File: src/rtl/aes128_round_key_store.sv
// AES-128 round key store: sequences aes128_key_expansion through rounds 0..9,
// captures K0..K10 into a register file and serves 1-cycle-latency random reads
// (including reverse order for the inverse cipher).
module aes128_round_key_store #(
  parameter int unsigned KEY_W = 128,
  parameter int unsigned NR    = 10
) (
  input  logic             clk_sys,
  input  logic             rst_sys,
  input  logic             key_load,
  input  logic             key_clear,
  input  logic [KEY_W-1:0] cipher_key,
  input  logic [KEY_W-1:0] exp_round_key,
  output logic             exp_rkey_en,
  output logic [3:0]       exp_round_num,
  input  logic             rd_en,
  input  logic [3:0]       rd_idx,
  output logic             rd_valid,
  output logic [KEY_W-1:0] rd_key,
  output logic             rd_err,
  output logic             busy,
  output logic             keys_ready
);

  localparam int unsigned CNT_W = 4;
  localparam int unsigned NSLOT = NR + 1;

  typedef enum logic [1:0] {
    ST_IDLE    = 2'd0,
    ST_EXPAND  = 2'd1,
    ST_CAPTURE = 2'd2,
    ST_READY   = 2'd3
  } state_t;

  state_t             r_state;
  state_t             w_state_nxt;
  logic [CNT_W-1:0]   r_cnt;
  logic [CNT_W-1:0]   w_cnt_nxt;
  logic               r_busy;
  logic               w_busy_nxt;
  logic               r_keys_ready;
  logic               w_ready_nxt;
  logic               r_exp_en;
  logic [CNT_W-1:0]   r_exp_num;

  logic               w_wr_en;
  logic [CNT_W-1:0]   w_wr_idx;
  logic [KEY_W-1:0]   w_wr_data;
  logic               w_clear;

  logic [KEY_W-1:0]   r_slot [NSLOT];

  logic               w_rd_ok;
  logic               r_rd_valid;
  logic [KEY_W-1:0]   r_rd_key;
  logic               r_rd_err;

  // State register
  always_ff @(posedge clk_sys) begin
    if (rst_sys) begin
      r_state <= ST_IDLE;
    end else begin
      r_state <= w_state_nxt;
    end
  end

  // Next-state, round counter and slot write decode; clear beats load
  always_comb begin
    w_state_nxt = r_state;
    w_cnt_nxt   = r_cnt;
    w_busy_nxt  = r_busy;
    w_ready_nxt = r_keys_ready;
    w_wr_en     = 1'b0;
    w_wr_idx    = '0;
    w_wr_data   = '0;
    w_clear     = 1'b0;
    if (key_clear) begin
      w_clear     = 1'b1;
      w_state_nxt = ST_IDLE;
      w_cnt_nxt   = '0;
      w_busy_nxt  = 1'b0;
      w_ready_nxt = 1'b0;
    end else if (key_load) begin
      w_wr_en     = 1'b1;
      w_wr_idx    = '0;
      w_wr_data   = cipher_key;
      w_state_nxt = ST_EXPAND;
      w_cnt_nxt   = '0;
      w_busy_nxt  = 1'b1;
      w_ready_nxt = 1'b0;
    end else begin
      case (r_state)
        ST_EXPAND: begin
          if (r_cnt != '0) begin
            w_wr_en   = 1'b1;
            w_wr_idx  = r_cnt;
            w_wr_data = exp_round_key;
          end
          if (r_cnt == CNT_W'(NR - 1)) begin
            w_state_nxt = ST_CAPTURE;
          end else begin
            w_cnt_nxt = r_cnt + CNT_W'(1);
          end
        end
        ST_CAPTURE: begin
          w_wr_en     = 1'b1;
          w_wr_idx    = CNT_W'(NR);
          w_wr_data   = exp_round_key;
          w_ready_nxt = 1'b1;
          w_busy_nxt  = 1'b0;
          w_state_nxt = ST_READY;
        end
        default: begin
        end
      endcase
    end
  end

  // Control registers; expansion handshake is registered from the next state
  always_ff @(posedge clk_sys) begin
    if (rst_sys) begin
      r_cnt        <= '0;
      r_busy       <= 1'b0;
      r_keys_ready <= 1'b0;
      r_exp_en     <= 1'b0;
      r_exp_num    <= '0;
    end else begin
      r_cnt        <= w_cnt_nxt;
      r_busy       <= w_busy_nxt;
      r_keys_ready <= w_ready_nxt;
      r_exp_en     <= (w_state_nxt == ST_EXPAND);
      r_exp_num    <= (w_state_nxt == ST_EXPAND) ? w_cnt_nxt : '0;
    end
  end

  // Round key register file; not reset, only zeroized by key_clear
  always_ff @(posedge clk_sys) begin
    if (w_clear) begin
      for (int i = 0; i < int'(NSLOT); i++) begin
        r_slot[i] <= '0;
      end
    end else if (w_wr_en) begin
      r_slot[w_wr_idx] <= w_wr_data;
    end
  end

  assign w_rd_ok = rd_en && r_keys_ready && (rd_idx <= CNT_W'(NR));

  // Registered read port; sees keys_ready before any same-edge load
  always_ff @(posedge clk_sys) begin
    if (rst_sys) begin
      r_rd_valid <= 1'b0;
      r_rd_key   <= '0;
      r_rd_err   <= 1'b0;
    end else begin
      r_rd_valid <= rd_en;
      r_rd_key   <= w_rd_ok ? r_slot[rd_idx] : '0;
      r_rd_err   <= rd_en && !w_rd_ok;
    end
  end

  assign exp_rkey_en   = r_exp_en;
  assign exp_round_num = r_exp_num;
  assign rd_valid      = r_rd_valid;
  assign rd_key        = r_rd_key;
  assign rd_err        = r_rd_err;
  assign busy          = r_busy;
  assign keys_ready    = r_keys_ready;

endmodule

File: config.mk
export PLATFORM = sky130hd
export DESIGN_NAME = aes128_round_key_store
export DESIGN_NICKNAME = d
export VERILOG_FILES = /design/src/rtl/aes128_round_key_store.sv
export SDC_FILE = /design/constraint.sdc
export NUM_CORES = 2
export LEC_CHECK = 0
export ABC_CLOCK_PERIOD_IN_PS = 11900
export CAP_MARGIN = 15
export CORE_MARGIN = 2
export CORE_UTILIZATION = 53
export DETAILED_ROUTE_END_ITERATION = 7
export PLACE_DENSITY = 0.75
export SLEW_MARGIN = 5
export SYNTH_ARGS = -nofsm -noshare
export SYNTH_HDL_FRONTEND = slang
export SYNTH_SLANG_ARGS = --single-unit
File: constraint.sdc
create_clock -name clk_sys -period 11.9 [get_ports clk_sys]
set_input_delay 1.785 -clock clk_sys [delete_from_list [all_inputs] [get_ports clk_sys]]
set_output_delay 1.785 -clock clk_sys [all_outputs]
set_load 0.005 [all_outputs]
==> metrics.md <==
| Metric | Value |
|---|---|
| Hold_buf cts | `0` |
| Crit end category | `flop` |
| Worst Max-Slew Pin Slew | `1.11 ns` |
| Reg clk slew, reported paths | `0.06 ns` |
| Initial Util | `53.3%` |
| Synth Area in XOR/XNOR | `0.0247%` |
| Hold Crit Class | `flop to flop` |
| Post-CTS sizing | `0` |
| Fill cells | `9703` |
| Nets | `5127` |
| Crit path max-delay cell type | `buf_4` |
| Root buffer cell | `clkbuf_16` |
| Clock sink count | `1679` |
| Total Power | `12700 uW` |
| Clk_lat worst skew | `0.80 ns` |
| Status | `finished clean` |
| Vias/cell | `6.19` |
| Initial drt markers | `4895` |
| Final worst setup slack | `5.89 ns` |
| H-tree depth | `4` |
| Arrival @ worst endpoint | `6.43 ns` |
| Drt wl/cell | `27.9 um` |
| Hold path start | `r_slot[10][70]$_SDFFE_PP0P_` |
| Dpl ws | `5.16 ns` |
| Multi-input gate area | `0.0203 mm^2` |
| Total power per unit cell area | `157 mW/mm^2` |
| Syn avg cell area | `15.1 um^2` |
| CP most frequent cell | `buf_4` |
| Ports | `402` |
| Slew headroom | `26.0%` |
| Tmin final | `6.01 ns` |
| Async SR Flop Fraction | `0%` |
| Storage cell area | `0.0477 mm^2` |
| Most common cell after layout, fill and taps aside | `edfxtp_1` |
| Leak | `0.0287 uW` |
| Fin Clk Skew | `0.0199 ns` |
| CP peak stage delay | `0.95 ns` |
| Clk buf depth | `3` |
| Worst Path Required | `12.32 ns` |
| Port Buffers | `401` |
| Post-synthesis adder-cell area fraction | `0.0881%` |
| Hold Crit Depth | `2` |
| Critical Path, Cell by Cell | `clkdlybuf4s50_1, inv_8, buf_4, buf_4, nand2_4, buf_4` |
| Die Ht | `370 um` |
| Fin. Hold Viols | `0` |
| Total track usage | `27.7%` |
| Syn Nets | `4959` |
| Max-Cap Viols | `0` |
| DRC violations left | `0` |
| Area fraction in compound gates after synthesis | `1.99%` |
| Largest family of logic cells by synthesized area | `multiplexers` |
| Total Routed Length | `189000 um` |
| Worst reg2reg path depth | `7` |
| WP buf/inv | `5` |
| Area Growth Syn to Fin | `14.1%` |
| Overflow after GRT | `0` |
| First-pass GRT wire length | `278000 um` |
| WHS Endpoint | `r_slot[10][70]$_SDFFE_PP0P_` |
| ANT nets after route | `0` |
| Initial antenna violation count | `7` |
| Worst r2r src | `r_state[0]$_SDFF_PP0_` |
| Main flop type after synthesis | `edfxtp_1` |
| Final Cycle Share | `50.5%` |
| Post-CTS Setup Inserts | `0` |
| Cell Area, Synth | `0.0710 mm^2` |
| Mapped Cells | `4689` |
| Setup Crit Path Kind | `input pin to flop` |
| Slew Limit Fails | `0` |
| CTS tree | `done` |
| Reg-to-Reg End | `r_slot[2][57]$_SDFFCE_PN0P_` |
| Largest net degree at the start of global routing | `129` |
| Post-synth EDFFs | `1408` |
| Critical path's top delay family | `buffers and inverters` |
| Ratio of cells with drive above 1 in the final layout | `19.1%` |
| TritonRoute pass-1 iters | `5` |
| Most frequent cells in the layout | `1408 x edfxtp_1, 1039 x nor2_1, 398 x clkdlybuf4s50_1` |
| Die X | `370 um` |
| CP Max Fanout | `63` |
| Post-synthesis cell type count | `46` |
| Unrepaired setup endpoints after global routing | `no` |
| Worst ir drop on vdd | `0.107 mV` |
| Maximum operating frequency | `167 MHz` |
| Cell Count, Final, Fillers Out | `6777` |
| Row Count | `134` |
| Cells after DPL | `6453` |
| Setup TNS | `0 ns` |
| Hpwl dp | `94500 um` |
| Total number of vias | `42000` |
| Core area | `0.133 mm^2` |
| Num CTS Buffers | `170` |
| Yosys synthesis warning count | `0` |
| Number of global-route vias before repair | `43400` |
| R2R setup slack | `6.83 ns` |
| Final setup vio count | `0` |
| CP startpoint kind | `input pin` |
| Post-synthesis mux area share | `16.0%` |
| Sequential element share of the synthesized area | `67.2%` |
| Die area | `0.137 mm^2` |
| Register bit count reported by yosys | `1679` |
| Post-Synth Simple-Gate Area | `10.3%` |
| GPL Wtd Cong | `0.765` |
## worst max path at each step
stage | from | to | slack (ns) | cells after the start
floorplan | key_clear | r_slot[2][0]$_SDFFCE_PN0P_ | 2.92 | 5
global placement | key_clear | r_slot[5][60]$_SDFFCE_PN0P_ | 5.21 | 6
detailed placement | key_clear | r_slot[5][56]$_SDFFCE_PN0P_ | 5.16 | 6
CTS | key_clear | r_slot[5][58]$_SDFFCE_PN0P_ | 5.98 | 6
global route | key_clear | r_slot[5][56]$_SDFFCE_PN0P_ | 5.77 | 6
finish | key_clear | r_slot[5][56]$_SDFFCE_PN0P_ | 5.89 | 6
## cell families after synthesis
| family | after synthesis |
|---|---|
| muxes | 641 |
| buffers and inverters | 608 |
| DFF | 1679 |
| xor gates and xnor gates | 2 |
| AOI/OAI and AO/OA | 145 |
| adders and majority gates | 5 |
| and+or+nand+nor | 1609 |
## registers in the layout (all words and copies together), names as in the netlist
signal         count
r_slot          1536
rd_key           128
exp_round_num      4
r_cnt              4
r_state            2
busy               1
exp_rkey_en        1
keys_ready         1
rd_err             1
rd_valid           1
## final cells by class
type,instances,area share (%)
multi-input combinational,2402,25.1
timing repair buffer,469,5.74
tap,1768,2.73
clock buffer,243,5.97
inverter,135,0.635
antenna,6,0.0185
sequential,1679,58.9
clock inverter,75,0.919
## per-stage QoR
stage	util, %	hold WS [ns]	instance area, um^2
floorplan	-	0.435	71000
global placement	56.6	0.446	75400
detailed placement	56.6	0.449	75400
CTS	60.8	0.458	81000
global route	60.8	0.474	81000
finish	60.8	0.459	81000
## worst min-delay path: stages (launching register included)
cell     delay, ns
dfxtp_1       0.31
nand2_1       0.05
mux2i_1       0.05
## Yosys cell counts (2+ instances only)
master | count | area share, %
mux2_2 | 128 | 2.0
mux2i_1 | 129 | 1.8
edfxtp_1 | 1408 | 60
o21ai_0 | 3 | 0.021
or3_1 | 2 | 0.018
buf_1 | 16 | 0.085
nand4_1 | 6 | 0.053
buf_6 | 25 | 0.40
nand3_1 | 33 | 0.23
clkbuf_1 | 179 | 0.95
ha_1 | 5 | 0.088
nor2b_1 | 136 | 1.2
buf_2 | 130 | 0.92
buf_4 | 123 | 1.3
nor3_1 | 134 | 0.94
mux4_2 | 384 | 12
nand2b_1 | 3 | 0.026
a21oi_1 | 4 | 0.028
nand3b_1 | 3 | 0.032
a221o_1 | 128 | 1.8
dfxtp_1 | 271 | 7.6
nor3b_1 | 2 | 0.021
nand2_1 | 142 | 0.75
nor2_1 | 1040 | 5.5
nand3_2 | 100 | 1.4
inv_1 | 134 | 0.71
a211o_1 | 2 | 0.025
## routing by layer
metal  vias up  part of all wire [%]  track usage [%]
li1      17600                     -                -
met1     21600                    37             35.7
met2      2352                    51             47.5
met3       385                   8.6             4.06
met4         2                   3.6             10.6
met5         -                0.0037                0
## power breakdown
part | switching (uW) | internal [uW]
clock | 2250 | 3110
combinational | 436 | 309
sequential | 48.2 | 6540
Power figures use the tool's default switching activity.
